`config.mk`:
```
export PLATFORM = sky130hd
export DESIGN_NAME = key_event_rx_flat
export DESIGN_NICKNAME = d
export VERILOG_FILES = /design/src/rtl/key_event_rx_if.sv /design/src/rtl/key_event_rx.sv /design/src/flat_wrapper.sv
export SDC_FILE = /design/constraint.sdc
export NUM_CORES = 1
export LEC_CHECK = 0
export ABC_AREA = 1
export BUFFER_PORTS_ARGS = -buffer_cell sky130_fd_sc_hd__buf_2
export CORE_AREA = 2 2 122 124
export CTS_BUF_LIST = sky130_fd_sc_hd__clkbuf_8
export DETAILED_ROUTE_END_ITERATION = 8
export DIE_AREA = 0 0 124 126
export HOLD_SLACK_MARGIN = 0.02
export PLACE_DENSITY = 0.52
export SYNTH_ARGS = -nofsm -noshare
export SYNTH_HDL_FRONTEND = slang
export SYNTH_SLANG_ARGS = --single-unit
```
`constraint.sdc`:
```
create_clock -name CLOCK_50 -period 3.26 [get_ports CLOCK_50]
set_input_delay 0 -clock CLOCK_50 [delete_from_list [all_inputs] [get_ports CLOCK_50]]
set_output_delay 0 -clock CLOCK_50 [all_outputs]
set_load 0.05 [all_outputs]
```
`src/rtl/key_event_rx_if.sv`:
```
// Key event bundle: raw active-low KEY lines in, debounced level and
// one-cycle press/release pulses out. The producer of KEY (board pins or a
// bench) takes the master side; key_event_rx takes the slave side.
interface key_event_rx_if #(
  parameter int N_KEYS = 4
);
  logic [N_KEYS-1:0] KEY;
  logic [N_KEYS-1:0] key_down;
  logic [N_KEYS-1:0] key_press;
  logic [N_KEYS-1:0] key_release;

  modport master (
    output KEY,
    input  key_down,
    input  key_press,
    input  key_release
  );

  modport slave (
    input  KEY,
    output key_down,
    output key_press,
    output key_release
  );
endinterface

```
`src/rtl/key_event_rx.sv`:
```
// key_event_rx: push-button receiver. Each raw active-low KEY line goes
// through a 2-flop synchroniser, is inverted to an active-high sample and is
// debounced by its own IDLE/ARMING/HELD/DISARMING FSM. Accepted changes give
// a clean key_down level plus one-cycle key_press / key_release pulses.
// Optional build macro: KEY_REPEAT_EN adds auto-repeat press pulses while a
// key stays held (REPEAT_DELAY to the first repeat, then every
// REPEAT_PERIOD). Without the macro no repeat logic exists.
module key_event_rx #(
  parameter int N_KEYS          = 4,
  parameter int DEBOUNCE_CYCLES = 50000,
  parameter int REPEAT_DELAY    = 25000000,
  parameter int REPEAT_PERIOD   = 5000000
) (
  input  logic          CLOCK_50,
  input  logic          reset_n,
  key_event_rx_if.slave kif
);

  localparam int CNT_W = $clog2(DEBOUNCE_CYCLES + 1);
  localparam logic [CNT_W-1:0] CNT_LAST = CNT_W'(DEBOUNCE_CYCLES - 1);
  localparam logic [CNT_W-1:0] CNT_MAX  = CNT_W'(DEBOUNCE_CYCLES);

`ifdef KEY_REPEAT_EN
  localparam int REP_MAX = (REPEAT_DELAY > REPEAT_PERIOD) ? REPEAT_DELAY : REPEAT_PERIOD;
  localparam int REP_W   = $clog2(REP_MAX + 1);
  localparam logic [REP_W-1:0] REP_DLY_LAST = REP_W'(REPEAT_DELAY - 1);
  localparam logic [REP_W-1:0] REP_PER_LAST = REP_W'(REPEAT_PERIOD - 1);
  localparam logic [REP_W-1:0] REP_SAT      = REP_W'(REP_MAX);
`endif

  // Parameters outside their legal range make the debounce/repeat timing
  // meaningless, so refuse to elaborate.
  if (DEBOUNCE_CYCLES < 1 || REPEAT_DELAY < 1 || REPEAT_PERIOD < 1) begin : g_param_check
    $error("key_event_rx: DEBOUNCE_CYCLES, REPEAT_DELAY and REPEAT_PERIOD must be >= 1");
  end

  typedef enum logic [1:0] {
    IDLE      = 2'd0,
    ARMING    = 2'd1,
    HELD      = 2'd2,
    DISARMING = 2'd3
  } state_e;

  logic [N_KEYS-1:0] sync1_q, sync1_d;
  logic [N_KEYS-1:0] sync2_q, sync2_d;
  logic [N_KEYS-1:0] ks;
  logic [N_KEYS-1:0] down_v;
  logic [N_KEYS-1:0] press_v;
  logic [N_KEYS-1:0] release_v;

  // Synchroniser next-state: first stage samples the asynchronous pins,
  // second stage re-times the first.
  always_comb begin
    sync1_d = kif.KEY;
    sync2_d = sync1_q;
  end

  // Synchroniser flops reset to 1 so every key looks released after reset.
  always_ff @(posedge CLOCK_50 or negedge reset_n) begin
    if (!reset_n) begin
      sync1_q <= '1;
      sync2_q <= '1;
    end else begin
      sync1_q <= sync1_d;
      sync2_q <= sync2_d;
    end
  end

  // Active-high pressed sample seen by the debounce FSMs.
  assign ks = ~sync2_q;

  for (genvar k = 0; k < N_KEYS; k++) begin : g_key
    state_e           state_q;
    logic [CNT_W-1:0] cnt_q;
    logic [CNT_W-1:0] cnt_inc;
    logic             down_q;
    logic             press_q;
    logic             release_q;

    // Saturating increment of the debounce window counter.
    always_comb begin
      cnt_inc = (cnt_q == CNT_MAX) ? cnt_q : cnt_q + CNT_W'(1);
    end

`ifdef KEY_REPEAT_EN
    logic [REP_W-1:0] rcnt_q;
    logic [REP_W-1:0] rcnt_inc;
    logic             rfirst_q;
    logic             rep_hit;

    // Repeat timing: before the first repeat the counter measures
    // REPEAT_DELAY from the press, afterwards REPEAT_PERIOD between repeats.
    always_comb begin
      rcnt_inc = (rcnt_q == REP_SAT) ? rcnt_q : rcnt_q + REP_W'(1);
      rep_hit  = rfirst_q ? (rcnt_q == REP_PER_LAST) : (rcnt_q == REP_DLY_LAST);
    end
`endif

    // Debounce FSM with registered level and event pulses. Any sample that
    // disagrees with the window being timed sends the FSM back and discards
    // the partial count.
    always_ff @(posedge CLOCK_50 or negedge reset_n) begin
      if (!reset_n) begin
        state_q   <= IDLE;
        cnt_q     <= '0;
        down_q    <= 1'b0;
        press_q   <= 1'b0;
        release_q <= 1'b0;
`ifdef KEY_REPEAT_EN
        rcnt_q    <= '0;
        rfirst_q  <= 1'b0;
`endif
      end else begin
        press_q   <= 1'b0;
        release_q <= 1'b0;
`ifdef KEY_REPEAT_EN
        // While the key is accepted as down (HELD or DISARMING) the repeat
        // counter keeps running; a release below overrides this.
        if (down_q) begin
          if (rep_hit) begin
            rcnt_q   <= '0;
            rfirst_q <= 1'b1;
            press_q  <= 1'b1;
          end else begin
            rcnt_q <= rcnt_inc;
          end
        end
`endif
        unique case (state_q)
          IDLE: begin
            if (ks[k]) begin
              if (DEBOUNCE_CYCLES == 1) begin
                // A one-sample window accepts the press immediately.
                state_q <= HELD;
                cnt_q   <= '0;
                down_q  <= 1'b1;
                press_q <= 1'b1;
`ifdef KEY_REPEAT_EN
                rcnt_q   <= '0;
                rfirst_q <= 1'b0;
`endif
              end else begin
                state_q <= ARMING;
                cnt_q   <= CNT_W'(1);
              end
            end
          end
          ARMING: begin
            if (!ks[k]) begin
              state_q <= IDLE;
              cnt_q   <= '0;
            end else if (cnt_q >= CNT_LAST) begin
              state_q <= HELD;
              cnt_q   <= '0;
              down_q  <= 1'b1;
              press_q <= 1'b1;
`ifdef KEY_REPEAT_EN
              rcnt_q   <= '0;
              rfirst_q <= 1'b0;
`endif
            end else begin
              cnt_q <= cnt_inc;
            end
          end
          HELD: begin
            if (!ks[k]) begin
              if (DEBOUNCE_CYCLES == 1) begin
                state_q   <= IDLE;
                cnt_q     <= '0;
                down_q    <= 1'b0;
                release_q <= 1'b1;
                press_q   <= 1'b0;
`ifdef KEY_REPEAT_EN
                rcnt_q   <= '0;
                rfirst_q <= 1'b0;
`endif
              end else begin
                state_q <= DISARMING;
                cnt_q   <= CNT_W'(1);
              end
            end
          end
          DISARMING: begin
            if (ks[k]) begin
              state_q <= HELD;
              cnt_q   <= '0;
            end else if (cnt_q >= CNT_LAST) begin
              // Release wins over a coinciding repeat so press and release
              // never pulse together.
              state_q   <= IDLE;
              cnt_q     <= '0;
              down_q    <= 1'b0;
              release_q <= 1'b1;
              press_q   <= 1'b0;
`ifdef KEY_REPEAT_EN
              rcnt_q   <= '0;
              rfirst_q <= 1'b0;
`endif
            end else begin
              cnt_q <= cnt_inc;
            end
          end
          default: begin
            state_q <= IDLE;
            cnt_q   <= '0;
          end
        endcase
      end
    end

    assign down_v[k]    = down_q;
    assign press_v[k]   = press_q;
    assign release_v[k] = release_q;
  end

  assign kif.key_down    = down_v;
  assign kif.key_press   = press_v;
  assign kif.key_release = release_v;

endmodule

```
`src/flat_wrapper.sv`:
```
// flat-port wrapper written by rule: the top's interface ports become plain ports
module key_event_rx_flat 
#(
  parameter int N_KEYS          = 4,
  parameter int DEBOUNCE_CYCLES = 50000,
  parameter int REPEAT_DELAY    = 25000000,
  parameter int REPEAT_PERIOD   = 5000000
)
  (CLOCK_50, reset_n, kif_KEY, kif_key_down, kif_key_press, kif_key_release);
  key_event_rx_if #(.N_KEYS(N_KEYS)) kif_i ();
  input  logic CLOCK_50;
  input  logic reset_n;
  input wire logic [$bits(kif_i.KEY)-1:0] kif_KEY;
  output wire logic [$bits(kif_i.key_down)-1:0] kif_key_down;
  output wire logic [$bits(kif_i.key_press)-1:0] kif_key_press;
  output wire logic [$bits(kif_i.key_release)-1:0] kif_key_release;
  assign kif_i.KEY = kif_KEY;
  assign kif_key_down = kif_i.key_down;
  assign kif_key_press = kif_i.key_press;
  assign kif_key_release = kif_i.key_release;
  key_event_rx #(.N_KEYS(N_KEYS), .DEBOUNCE_CYCLES(DEBOUNCE_CYCLES), .REPEAT_DELAY(REPEAT_DELAY), .REPEAT_PERIOD(REPEAT_PERIOD)) u_core (.CLOCK_50(CLOCK_50), .reset_n(reset_n), .kif(kif_i));
endmodule
```
## Word-level counts from Yosys, hierarchy flattened

Index checks and enable logic that the tools add are counted.
W data, S select, Z words.

- $add $sub $neg: 4
- Magnitude comparators: 4
- Equal/unequal tests: 48
- Multiplexer cells: 96
- Bitwise operators: 1
- Reductions and logical operators: 20

Operators by type and width:

| kind | count |
|---|---|
| $mux W16 | 24 |
| $pmux W16 S4 | 4 |
| $add A16 B1 Y16 const B | 4 |
| $eq A16 B16 Y1 const B | 4 |
| $ge A16 B16 Y1 const B | 4 |
| $mux W2 | 24 |
| $mux W1 | 36 |
| $ne A2 B1 Y1 const B | 16 |
| $pmux W2 S4 | 4 |
| $reduce_and A5 Y1 | 4 |
| $eq A2 B2 Y1 const B | 8 |
| $ne A2 B2 Y1 const B | 8 |
| $reduce_and A4 Y1 | 4 |
| $ne A3 B1 Y1 const B | 4 |
| $ne A3 B3 Y1 const B | 4 |
| $eq A2 B1 Y1 const B | 4 |
| $logic_not A2 Y1 | 4 |
| $pmux W1 S2 | 4 |
| $reduce_and A2 Y1 | 4 |
| $reduce_bool A2 Y1 | 4 |
| $not A4 Y4 | 1 |

- Bits in registers: 92
- Input bits: 6
- Output and inout bits: 12
- Logic and storage cells: 195

## Depth between registers and ports, before layout

Gate-level depths: netlist (run 1).

- Word-level depth: 5
- Mapped depth: 11

## Worst setup path before layout (run 1)

No wires, ideal clock.

- Path kind: reg2reg
- From: register u_core.g_key[0].cnt_q[0]
- To: register u_core.g_key[0].cnt_q[6]
- Setup time: 0.118 ns
- Arrival time: 1.280 ns
- Data required time: 3.142 ns
- Path slack: 1.861 ns
- Cell stages (with the launch flop): 11
- Cell sequence: dfrtp_1 -> inv_1 -> ha_1 -> nand2_1 -> nor3_1 -> nand3_1 -> buf_2 -> nand3_1 -> nand2_1 -> nand2_1 -> nor2_1

- Word-level cells in the longest chain between the ends: 5

RTL lines:

| element | line | text |
|---|---|---|
| from (decl) | key_event_rx.sv:74 | `logic [CNT_W-1:0] cnt_q;` |
| from (signal assigned) | key_event_rx.sv:162 | `cnt_q <= cnt_inc;` |
| from (signal assigned) | key_event_rx.sv:200 | `cnt_q <= cnt_inc;` |
| $add A16 B1 Y16 / $eq A16 B16 Y1 (equally long branches) | key_event_rx.sv:82 | `cnt_inc = (cnt_q == CNT_MAX) ? cnt_q : cnt_q + CNT_W'(1);` |
| $mux W16 | key_event_rx.sv:82 |  |
| $mux W16 (*) | key_event_rx.sv:152, key_event_rx.sv:187 |  |
| $mux W16 (on tied branches) | key_event_rx.sv:184, key_event_rx.sv:149 |  |
| $pmux W16 S4 (*) | key_event_rx.sv:129 | `unique case (state_q)` |

Mark *: on every way between the ends. The rest lies on a longest branch, timed or not.
A chain may end at the register's enable or synchronous reset.

## Worst setup path after layout (run 1)

- From: register u_core.g_key[0].cnt_q[0]
- To: register u_core.g_key[0].cnt_q[1]

Same word-level chain as after synthesis.

==> results.sh, run 1 <==
export IMPL_cp_required_ns=3.53
export IMPL_fin_skew_ns=0.01250
export IMPL_syn_avg_cell_area_um2=7.432
export IMPL_fp_coreArea_um2=14310
export IMPL_crit_path_max_fanout=12
export IMPL_synth_edf_count=0
export IMPL_use_met2_pct=26.44
export IMPL_async_flop_share_pct=100.0
export IMPL_rsz0062_at_grt="no"
export IMPL_cts_buffers=9
export IMPL_start_util_pct=39.05
export IMPL_clock_fmax_ghz=0.5394
export IMPL_clkLatencyLatePin_ns=0.37
export IMPL_relSlewSlack_pct=51.33
export IMPL_layout_nets=780
export IMPL_grt_busiest_layer="met2"
export IMPL_die_area_um2=15620
export IMPL_gp_congestion=0.8565
export IMPL_syn2layout_area_growth_pct=7.253
export IMPL_die_h_um=126
export IMPL_cp_start_kind="register"
export IMPL_final_design_area_no_fill_um2=5995
export IMPL_post_drt_wl_per_cell_um=12.32
export IMPL_holdWs_ns=0.2153
export IMPL_core_rowCount=44
export IMPL_wirelength_um=11770
export IMPL_place_hpwl_um=8529
export IMPL_num_vias=4638
export IMPL_layout_drive_gt1_share_pct=11.41
export IMPL_diodes=0
export IMPL_netlist_area_um2=5589
export IMPL_viasPerCell=4.857
export IMPL_cellLeakagePower_nw=2.852
export IMPL_r2r_setup_slack_ns=1.41
export IMPL_tightest_slew_ns=0.7300
export IMPL_antenna_found_initial=0
export IMPL_port_buffer_count=17
export IMPL_mostFrequentLayoutCells="213 x nand2_1, 101 x inv_1, 84 x dfrtp_1, 79 x nor2_1, 62 x nand3_1"
export IMPL_synth_seq_cells=92
export IMPL_powerDensity_nw_per_um2=341.9
export IMPL_place_ws_ns=1.459
export IMPL_maxSlewViolCount=0
export IMPL_dr_pass1_iters=4
export IMPL_grt_ovfl_total=0
export IMPL_path_class="register to register"
export IMPL_track_usage_pct=16.69
export IMPL_grt_max_degree=57
export IMPL_finalHoldViolCount=0
export IMPL_tritoncts="built"
export IMPL_synth_main_ff_cell="dfrtp_1"
export IMPL_finalSetupViolations=0
export IMPL_end_kind="register"
export IMPL_clk_pin_slew_ns=0.10
export IMPL_r2r_end="u_core.g_key[0].cnt_q[1]"
export IMPL_drtAntennaViolNets=0
export IMPL_grt_util_met3_pct=2.310
export IMPL_ys_types=40
export IMPL_synth_cells=752
export IMPL_fin_tns_setup_ns=0
export IMPL_drcViolationCount=0
export IMPL_die_w_um=124
export IMPL_drv_cap=0
export IMPL_final_common_cell="nand2_1"
export IMPL_cts_sinks=92
export IMPL_clockBufferDepth=2
export IMPL_cts_max_level=3
export IMPL_syn_nets=766
export IMPL_placed_cell_area_um2=5772
export IMPL_detailedRoute_firstIterationViolations=286
export IMPL_io_pins=18
export IMPL_grt_pass1_vias=4587
export IMPL_postCtsSetupBuffers=0
export IMPL_met1_usage_pct=23.37
export IMPL_status="complete, no violations"
export IMPL_ys_seq_area_share_pct=41.37
export IMPL_fin_crit_ns=1.854
export IMPL_worst_ep_arrival_time_ns=2.13
export IMPL_grt_pass1_wl_um=21170
export IMPL_root_buffer="clkbuf_8"
export IMPL_post_route_period_util_pct=56.87
export IMPL_r2r_start="u_core.g_key[0].cnt_q[0]"
export IMPL_ys_warn_count=0
export IMPL_worst_slack_ns=1.406
export IMPL_r2r_cells=9
export IMPL_hold_path_class="input pin to asynchronous set/reset pin"
export IMPL_ir_worst_vdd_v=0.0001929
==> registers in the layout, indices dropped and copies added (netlist names), named ones only <==
signal                  count
u_core.g_key.down_q         4
u_core.g_key.release_q      4
u_core.g_key.press_q        4
u_core.g_key.cnt_q         64
u_core.sync1_q              4
u_core.sync2_q              4
u_core.g_key.state_q        4
==> kinds of logic after synthesis <==
group | after synthesis | synth area share [%]
flip-flops | 92 | 41.37
XOR/XNOR | 26 | 4.209
AO/OA/AOI/OAI | 67 | 6.828
buffers and inverters | 126 | 9.962
adder cells (fa/ha/maj) | 8 | 1.791
AND/OR/NAND/NOR | 433 | 35.84
==> worst max-delay path: stages, from the launching register on <==
cell and delay (ns):
dfrtp_1 0.45, inv_1 0.12, ha_1 0.15, nand2_1 0.05, nor3_1 0.15, nand3_1 0.40
nand2_1 0.24, nand2_1 0.06, o21ai_0 0.07, nor2_1 0.06
==> final cells by class <==
| type | instances | area, um2 |
|---|---|---|
| Timing Repair Buffer | 24 | 152.6 |
| Tap cell | 184 | 230.2 |
| Inverter | 105 | 406.6 |
| Clock inverter | 5 | 21.27 |
| Fill cell | 1476 | 8319 |
| Multi-Input combinational cell | 534 | 2720 |
| Sequential cell | 92 | 2312 |
| Clock buffer | 11 | 151.4 |
==> repair_timing <==
action | CTS | global route
resized for setup | 0 | 0
hold buffers | 5 | 0
endpoints found under the hold margin | 52 | 0
==> how the worst max path moves through the flow <==
| stage | slack (ns) | start | end |
|---|---|---|---|
| final | 1.41 | u_core.g_key[0].cnt_q[0] | u_core.g_key[0].cnt_q[1] |
| after global routing | 1.19 | u_core.g_key[0].cnt_q[0] | u_core.g_key[0].cnt_q[1] |
| after CTS | 1.43 | u_core.g_key[0].cnt_q[0] | u_core.g_key[0].cnt_q[1] |
| after detailed placement | 1.46 | u_core.sync2_q[2] | u_core.g_key[2].cnt_q[15] |
| after global placement | 1.52 | u_core.g_key[2].cnt_q[0] | u_core.g_key[2].cnt_q[15] |
| after floorplan | 1.86 | u_core.g_key[0].cnt_q[0] | u_core.g_key[0].cnt_q[6] |
==> cell usage after synthesis (2+ instances only) <==
library cell | n | area share, %
nand2_1 | 213 | 14
inv_1 | 98 | 6.6
dfrtp_1 | 84 | 38
nor2_1 | 79 | 5.3
nand3_1 | 62 | 5.6
nand4_1 | 27 | 3.0
o21ai_0 | 25 | 2.2
xor2_1 | 24 | 3.8
buf_4 | 14 | 1.9
o21ai_1 | 13 | 1.2
o22ai_1 | 13 | 1.5
nor3_1 | 12 | 1.1
dfstp_2 | 8 | 3.8
ha_1 | 8 | 1.8
nand3_2 | 7 | 1.3
a21oi_1 | 6 | 0.54
buf_2 | 6 | 0.54
nand2_2 | 6 | 0.67
nand2_4 | 6 | 1.2
nor2_4 | 6 | 1.2
inv_2 | 4 | 0.27
nand3b_1 | 4 | 0.54
a21oi_2 | 3 | 0.47
a31oi_1 | 3 | 0.34
nor2_2 | 3 | 0.34
nor3_2 | 3 | 0.54
or2_2 | 2 | 0.22
==> power by group <==
part / internal [mW] / total (mW) / switching [mW]
clock: 0.309 / 0.713 / 0.404
sequential: 1.16 / 1.19 / 0.0265
combinational: 0.0457 / 0.146 / 0.100
total: 1.52 / 2.05 / 0.530
==> stage by stage <==
stage	instances	total power [mW]	util [%]
floorplan	752	1.302	-
detailed placement	934	1.358	40.32
global route	955	2.170	41.88
finish	955	2.049	41.88
CTS	955	2.098	41.88
global placement	934	1.355	40.32
==> routing by layer <==
layer	share of wire (%)	wire length (um)
met1	50	5854
met2	47	5485
met3	2.2	260
met4	1.4	167
met5	0	0
Note: power is estimated with default switching activity, not from simulation.
==> run 2, diff against run 1 <==
Settings changed: PLACE_DENSITY 0.52 to 0.54.
Clock period 3.26 ns to 1.7 ns, I/O delays scaled along.
==> run 2 against run 1 <==
  * First-iteration DRC count shrank 12%
  * Largest power group unchanged
  * Final area increased by 2.8%
  * Count of clock-buffer cells in the layout decreased by 2
  * Critical path depth rose by 2
  * Clock skew grew 0.0022 ns
  * Critical endpoint unchanged
  * Core utilization rose by 1.2 points
  * Die area did not move
  * Critical path type unchanged
  * Flip-flop and latch count unchanged
  * Combinational power increased by 120%
  * Setup slack got worse by 1.3 ns
  * Global-route usage down 0.25 points
  * Sequential share of layout area shrank 1.0 points
==> results.sh, run 2 (synthesized netlist as in run 1, its figures left out) <==
export IMPL_end_kind="register"
export IMPL_start_util_pct=39.05
export IMPL_cts_max_level=3
export IMPL_status="complete, no violations"
export IMPL_core_rowCount=44
export IMPL_root_buffer="clkbuf_8"
export IMPL_clockBufferDepth=2
export IMPL_regMostFlops="u_core.g_key.cnt_q"
export IMPL_r2r_cells=11
export IMPL_grt_ovfl_total=0
export IMPL_final_common_cell="nand2_1"
export IMPL_place_ws_ns=0.05310
export IMPL_path_class="register to register"
export IMPL_viasPerCell=4.841
export IMPL_nFillCells=1493
export IMPL_largest_register_ffs=64
export IMPL_critical_path_slowest_cell="dfrtp_1"
export IMPL_detailedRoute_firstIterationViolations=253
export IMPL_drtAntennaViolNets=0
export IMPL_diodes=0
export IMPL_regArea_um2=2312
export IMPL_finalNonFillerCells=971
export IMPL_die_h_um=126
export IMPL_worst_slack_ns=0.1367
export IMPL_finalSetupViolations=0
export IMPL_die_area_um2=15620
export IMPL_dr_pass1_iters=4
export IMPL_placed_cell_area_um2=5874
export IMPL_wirelength_um=11780
export IMPL_fin_crit_ns=1.563
export IMPL_finalPower_mw=3.907
export IMPL_ir_worst_vdd_v=0.0003709
export IMPL_cp_required_ns=2.00
export IMPL_final_design_area_no_fill_um2=6161
export IMPL_cp_start_kind="register"
export IMPL_clkLatencyLatePin_ns=0.37
export IMPL_postLayoutCoreUtil_pct=43.04
export IMPL_port_buffer_count=17
export IMPL_maxSlewViolCount=0
export IMPL_grt_max_degree=43
export IMPL_cts_buffers=9
export IMPL_cellLeakagePower_nw=2.910
export IMPL_drv_cap=0
export IMPL_mostFrequentLayoutCells="211 x nand2_1, 100 x inv_1, 84 x dfrtp_1, 78 x nor2_1, 60 x nand3_1"
export IMPL_cts_sinks=92
export IMPL_num_vias=4701
export IMPL_layout_drive_gt1_share_pct=14.23
export IMPL_post_drt_wl_per_cell_um=12.13
export IMPL_track_usage_pct=16.44
export IMPL_tritoncts="built"
export IMPL_crit_chain="buf_4, ha_2, nand3_2, nand2_1, nand2_1, nand2_1, nand2_4, nand2_4, nand2_4, inv_4, nor2_1"
export IMPL_fin_skew_ns=0.01467
export IMPL_powerDensity_nw_per_um2=634.1
export IMPL_tightest_slew_ns=0.4871
export IMPL_post_route_period_util_pct=91.96
export IMPL_placedCellCount=946
export IMPL_drcViolationCount=0
export IMPL_multi_input_area_um2=2760
export IMPL_layout_nets=796
export IMPL_cpPeakStageDelay_ns=0.38
export IMPL_gp_congestion=0.8295
export IMPL_io_pins=18
export IMPL_grt_pass1_wl_um=20820
export IMPL_clock_fmax_ghz=0.6397
export IMPL_clk_pin_slew_ns=0.09
export IMPL_finalHoldViolCount=0
export IMPL_crit_path_max_fanout=6
export IMPL_grt_pass1_vias=4574
export IMPL_fp_coreArea_um2=14310
export IMPL_place_hpwl_um=8751
export IMPL_hold_path_class="input pin to asynchronous set/reset pin"
export IMPL_holdWs_ns=0.1242
export IMPL_relSlewSlack_pct=67.53
export IMPL_die_w_um=124
export IMPL_syn2layout_area_growth_pct=10.23
export IMPL_worst_ep_arrival_time_ns=1.86
export IMPL_antenna_found_initial=0
export IMPL_fin_tns_setup_ns=0
run 2: cell types whose count changed in the layout (fill, tap and decap cells not counted), sizes merged:
cell,previous run,this run
buf,19,35
clkinvlp,0,4
clkbuf,11,9
clkinv,3,2
inv,107,106
run 2: power breakdown:
part	internal (mW)	switching [mW]	total (mW)
clock	0.513	0.796	1.31
sequential	2.23	0.0405	2.27
combinational	0.114	0.209	0.324
total	2.86	1.05	3.91
run 2: what timing repair did:
| action | in CTS | in global routing |
|---|---|---|
| buffers inserted | 0 | 4 |
| hold endpoints to repair | 76 | 0 |
| gates resized for setup | 0 | 11 |
| setup endpoints to repair | 0 | 32 |
| hold buffers | 5 | 0 |
run 2: path summary, 6_finish.rpt:
path / from / to / slack [ns]
max: u_core.g_key[0].cnt_q[0] / u_core.g_key[0].cnt_q[1] / 0.14
min: reset_n / u_core.g_key[0].cnt_q[0] / 0.12
max reg2reg: u_core.g_key[0].cnt_q[0] / u_core.g_key[0].cnt_q[1] / 0.14
min reg2reg: u_core.sync1_q[0] / u_core.sync2_q[0] / 0.36
max in group asynchronous: reset_n / u_core.sync2_q[2] / 0.91
min in group CLOCK_50: kif_KEY[3] / u_core.sync1_q[3] / 0.26
run 2: critical path, delay by kind of cell, from the launching register on:
family        cells  cell delay [ns]
fa+ha+maj         1             0.21
simple gates      8             0.68
buf+inv           2             0.21
flops             1             0.38
run 2: routing by layer:
layer  global-route usage [%]  part of all wire [%]  vias to the layer above
li1                         -                     -                     2446
met1                    22.39                    50                     2185
met2                    26.60                    46                       54
met3                    2.717                   2.4                       16
met4                    5.420                   1.5                        0
met5                        0                     0                        -
run 2: area by class of cell:
cell class	instances	area share (%)
repair buffers	40	4.630
clock buffers	9	2.011
multi-input cells	534	44.80
flip-flops and latches	92	37.53
inverters	105	6.661
well taps	184	3.737
clock inverters	7	0.6296
==> run 3, diff against run 2 <==
Settings changed: PLACE_DENSITY 0.54 to 0.52.
Clock period 1.7 ns to 1.44 ns, I/O delays scaled along.
==> run 3 against run 2 <==
  * The flow now finishes with violations (negative setup slack)
  * First-iteration DRC count is 37% higher
  * Sequential share of layout area is 5.9 points lower
  * Highest routed layer unchanged
  * Via count is 7.9% higher
==> results.sh, run 3 (synthesized netlist as in run 1, its figures left out) <==
export IMPL_worst_slack_ns=-0.06282
export IMPL_die_area_um2=15620
export IMPL_worst_ep_arrival_time_ns=1.83
export IMPL_track_usage_pct=17.74
export IMPL_die_w_um=124
export IMPL_diodes=0
export IMPL_post_route_period_util_pct=104.4
export IMPL_post_drt_wl_per_cell_um=12.93
export IMPL_critPathTopFamily="flip-flops"
export IMPL_ir_worst_vdd_v=0.0005416
export IMPL_end_kind="register"
export IMPL_antenna_found_initial=0
export IMPL_critical_path_slowest_cell="dfrtp_1"
export IMPL_grt_ovfl_total=0
export IMPL_crit_path_max_fanout=6
export IMPL_cts_sinks=92
export IMPL_dr_pass1_iters=4
export IMPL_clock_fmax_ghz=0.6654
export IMPL_core_rowCount=44
export IMPL_fp_coreArea_um2=14310
export IMPL_rsz0062_at_grt="yes"
export IMPL_clk_pin_slew_ns=0.10
export IMPL_cp_start_kind="register"
export IMPL_largest_register_ffs=64
export IMPL_crit_end="u_core.g_key[1].cnt_q[12]"
export IMPL_die_h_um=126
export IMPL_drv_cap=0
export IMPL_drtAntennaViolNets=0
export IMPL_finalHoldViolCount=0
export IMPL_grt_pass1_vias=4846
export IMPL_cellLeakagePower_nw=3.418
export IMPL_clockBufferDepth=2
export IMPL_finalNonFillerCells=1040
export IMPL_placedCellCount=1001
export IMPL_violations="negative setup slack"
export IMPL_tightest_slew_ns=0.4253
export IMPL_worst_path_buf_inv=1
export IMPL_gp_congestion=0.8652
export IMPL_maxSlewViolCount=0
export IMPL_cp_required_ns=1.77
export IMPL_drcViolationCount=0
export IMPL_mostFrequentLayoutCells="184 x nand2_1, 83 x inv_1, 78 x dfrtp_1, 70 x buf_4, 66 x nor2_1"
export IMPL_crit_chain="ha_2, nand3_2, nand2_1, nand2_1, nand2_2, a21boi_2, buf_6, nand4_1, nand2_1"
export IMPL_r2r_setup_slack_ns=-0.06
export IMPL_path_class="register to register"
export IMPL_root_buffer="clkbuf_8"
export IMPL_powerDensity_nw_per_um2=723.4
export IMPL_num_vias=5072
export IMPL_cts_buffers=9
export IMPL_hold_path_class="input pin to asynchronous set/reset pin"
export IMPL_crit_start="u_core.g_key[1].cnt_q[0]"
export IMPL_final_common_cell="nand2_1"
export IMPL_grt_max_degree=35
export IMPL_fin_skew_ns=0.01770
export IMPL_start_util_pct=39.05
export IMPL_relSlewSlack_pct=71.65
export IMPL_detailedRoute_firstIterationViolations=347
export IMPL_r2r_cells=9
export IMPL_layout_nets=865
export IMPL_holdWs_ns=0.07396
export IMPL_cpPeakStageDelay_ns=0.44
export IMPL_port_buffer_count=17
export IMPL_layout_drive_gt1_share_pct=35.05
export IMPL_finalSetupViolations=16
export IMPL_tritoncts="built"
export IMPL_path_common_cell="nand2_1"
export IMPL_status="complete, but fails checks"
export IMPL_grt_pass1_wl_um=22230
export IMPL_io_pins=18
export IMPL_regMostFlops="u_core.g_key.cnt_q"
export IMPL_fin_crit_ns=1.503
export IMPL_path_depth=9
export IMPL_r2r_end="u_core.g_key[1].cnt_q[12]"
export IMPL_cts_max_level=3
export IMPL_syn2layout_area_growth_pct=31.14
export IMPL_wirelength_um=13450
export IMPL_viasPerCell=4.877
export IMPL_place_hpwl_um=9367
export IMPL_clkLatencyLatePin_ns=0.39
export IMPL_r2r_start="u_core.g_key[1].cnt_q[0]"
==> run 3: changes by cell type in the layout (fill, tap and decap cells not counted), sizes merged <==
cell,delta
nand3,+1
clkinvlp,-2
buf,+68
bufinv,+2
==> run 3: through the flow <==
step | worst slack [ns] | util [%] | cell area, um2 | TNS [ns] | total power [mW]
floorplan | 0.04106 | - | 5589 | 0 | 2.947
detailed placement | -0.1740 | 44.10 | 6312 | -2.177 | 3.190
CTS | -0.04750 | 47.57 | 6809 | -0.1664 | 5.310
finish | -0.06282 | 51.21 | 7330 | -0.5341 | 5.302
global route | -0.1780 | 51.21 | 7330 | -4.666 | 5.578
global placement | -0.1196 | 44.10 | 6312 | -0.6194 | 3.177
==> run 3: layout make-up <==
type | count | area [um2]
Multi-Input combinational cell | 535 | 3262
Sequential cell | 92 | 2320
Clock inverter | 7 | 97.59
Fill cell | 1393 | 6984
Clock buffer | 9 | 123.9
Tap cell | 184 | 230.2
Inverter | 105 | 419.2
Timing Repair Buffer | 108 | 877.1
==> run 3: where the power goes <==
part / total (mW) / internal [mW] / leakage (nW) / switching [mW]
logic: 0.605 / 0.271 / 2.08 / 0.333
registers: 2.70 / 2.64 / 1.23 / 0.0627
clock network: 2.00 / 0.986 / 0.106 / 1.01
total: 5.30 / 3.90 / 3.42 / 1.41
==> run 3: timing repair <==
item,CTS,global route
setup endpoints to repair,58,77
hold endpoints to repair,90,0
cloned,0,1
buffers inserted,9,8
pin swaps,12,43
hold buffers,5,0
resized for setup,50,133
==> run 3: how the worst min path moves through the flow <==
stage | start | endpoint
2_1_floorplan | reset_n | asynchronous set/reset pin
3_3_place_gp | reset_n | u_core.g_key[0].cnt_q[1]
4_1_cts | reset_n | u_core.g_key[0].cnt_q[1]
6_report | reset_n | u_core.g_key[0].cnt_q[1]
3_5_place_dp | reset_n | u_core.g_key[0].cnt_q[1]
5_1_grt | reset_n | u_core.g_key[0].cnt_q[1]
==> run 3: layer usage <==
metal | vias up | GRT usage (%) | part of all wire (%)
met5 | - | 0 | 0
met4 | 0 | 6.411 | 1.9
met3 | 16 | 3.397 | 2.5
met2 | 58 | 28.51 | 47
met1 | 2408 | 23.74 | 48
li1 | 2590 | - | -
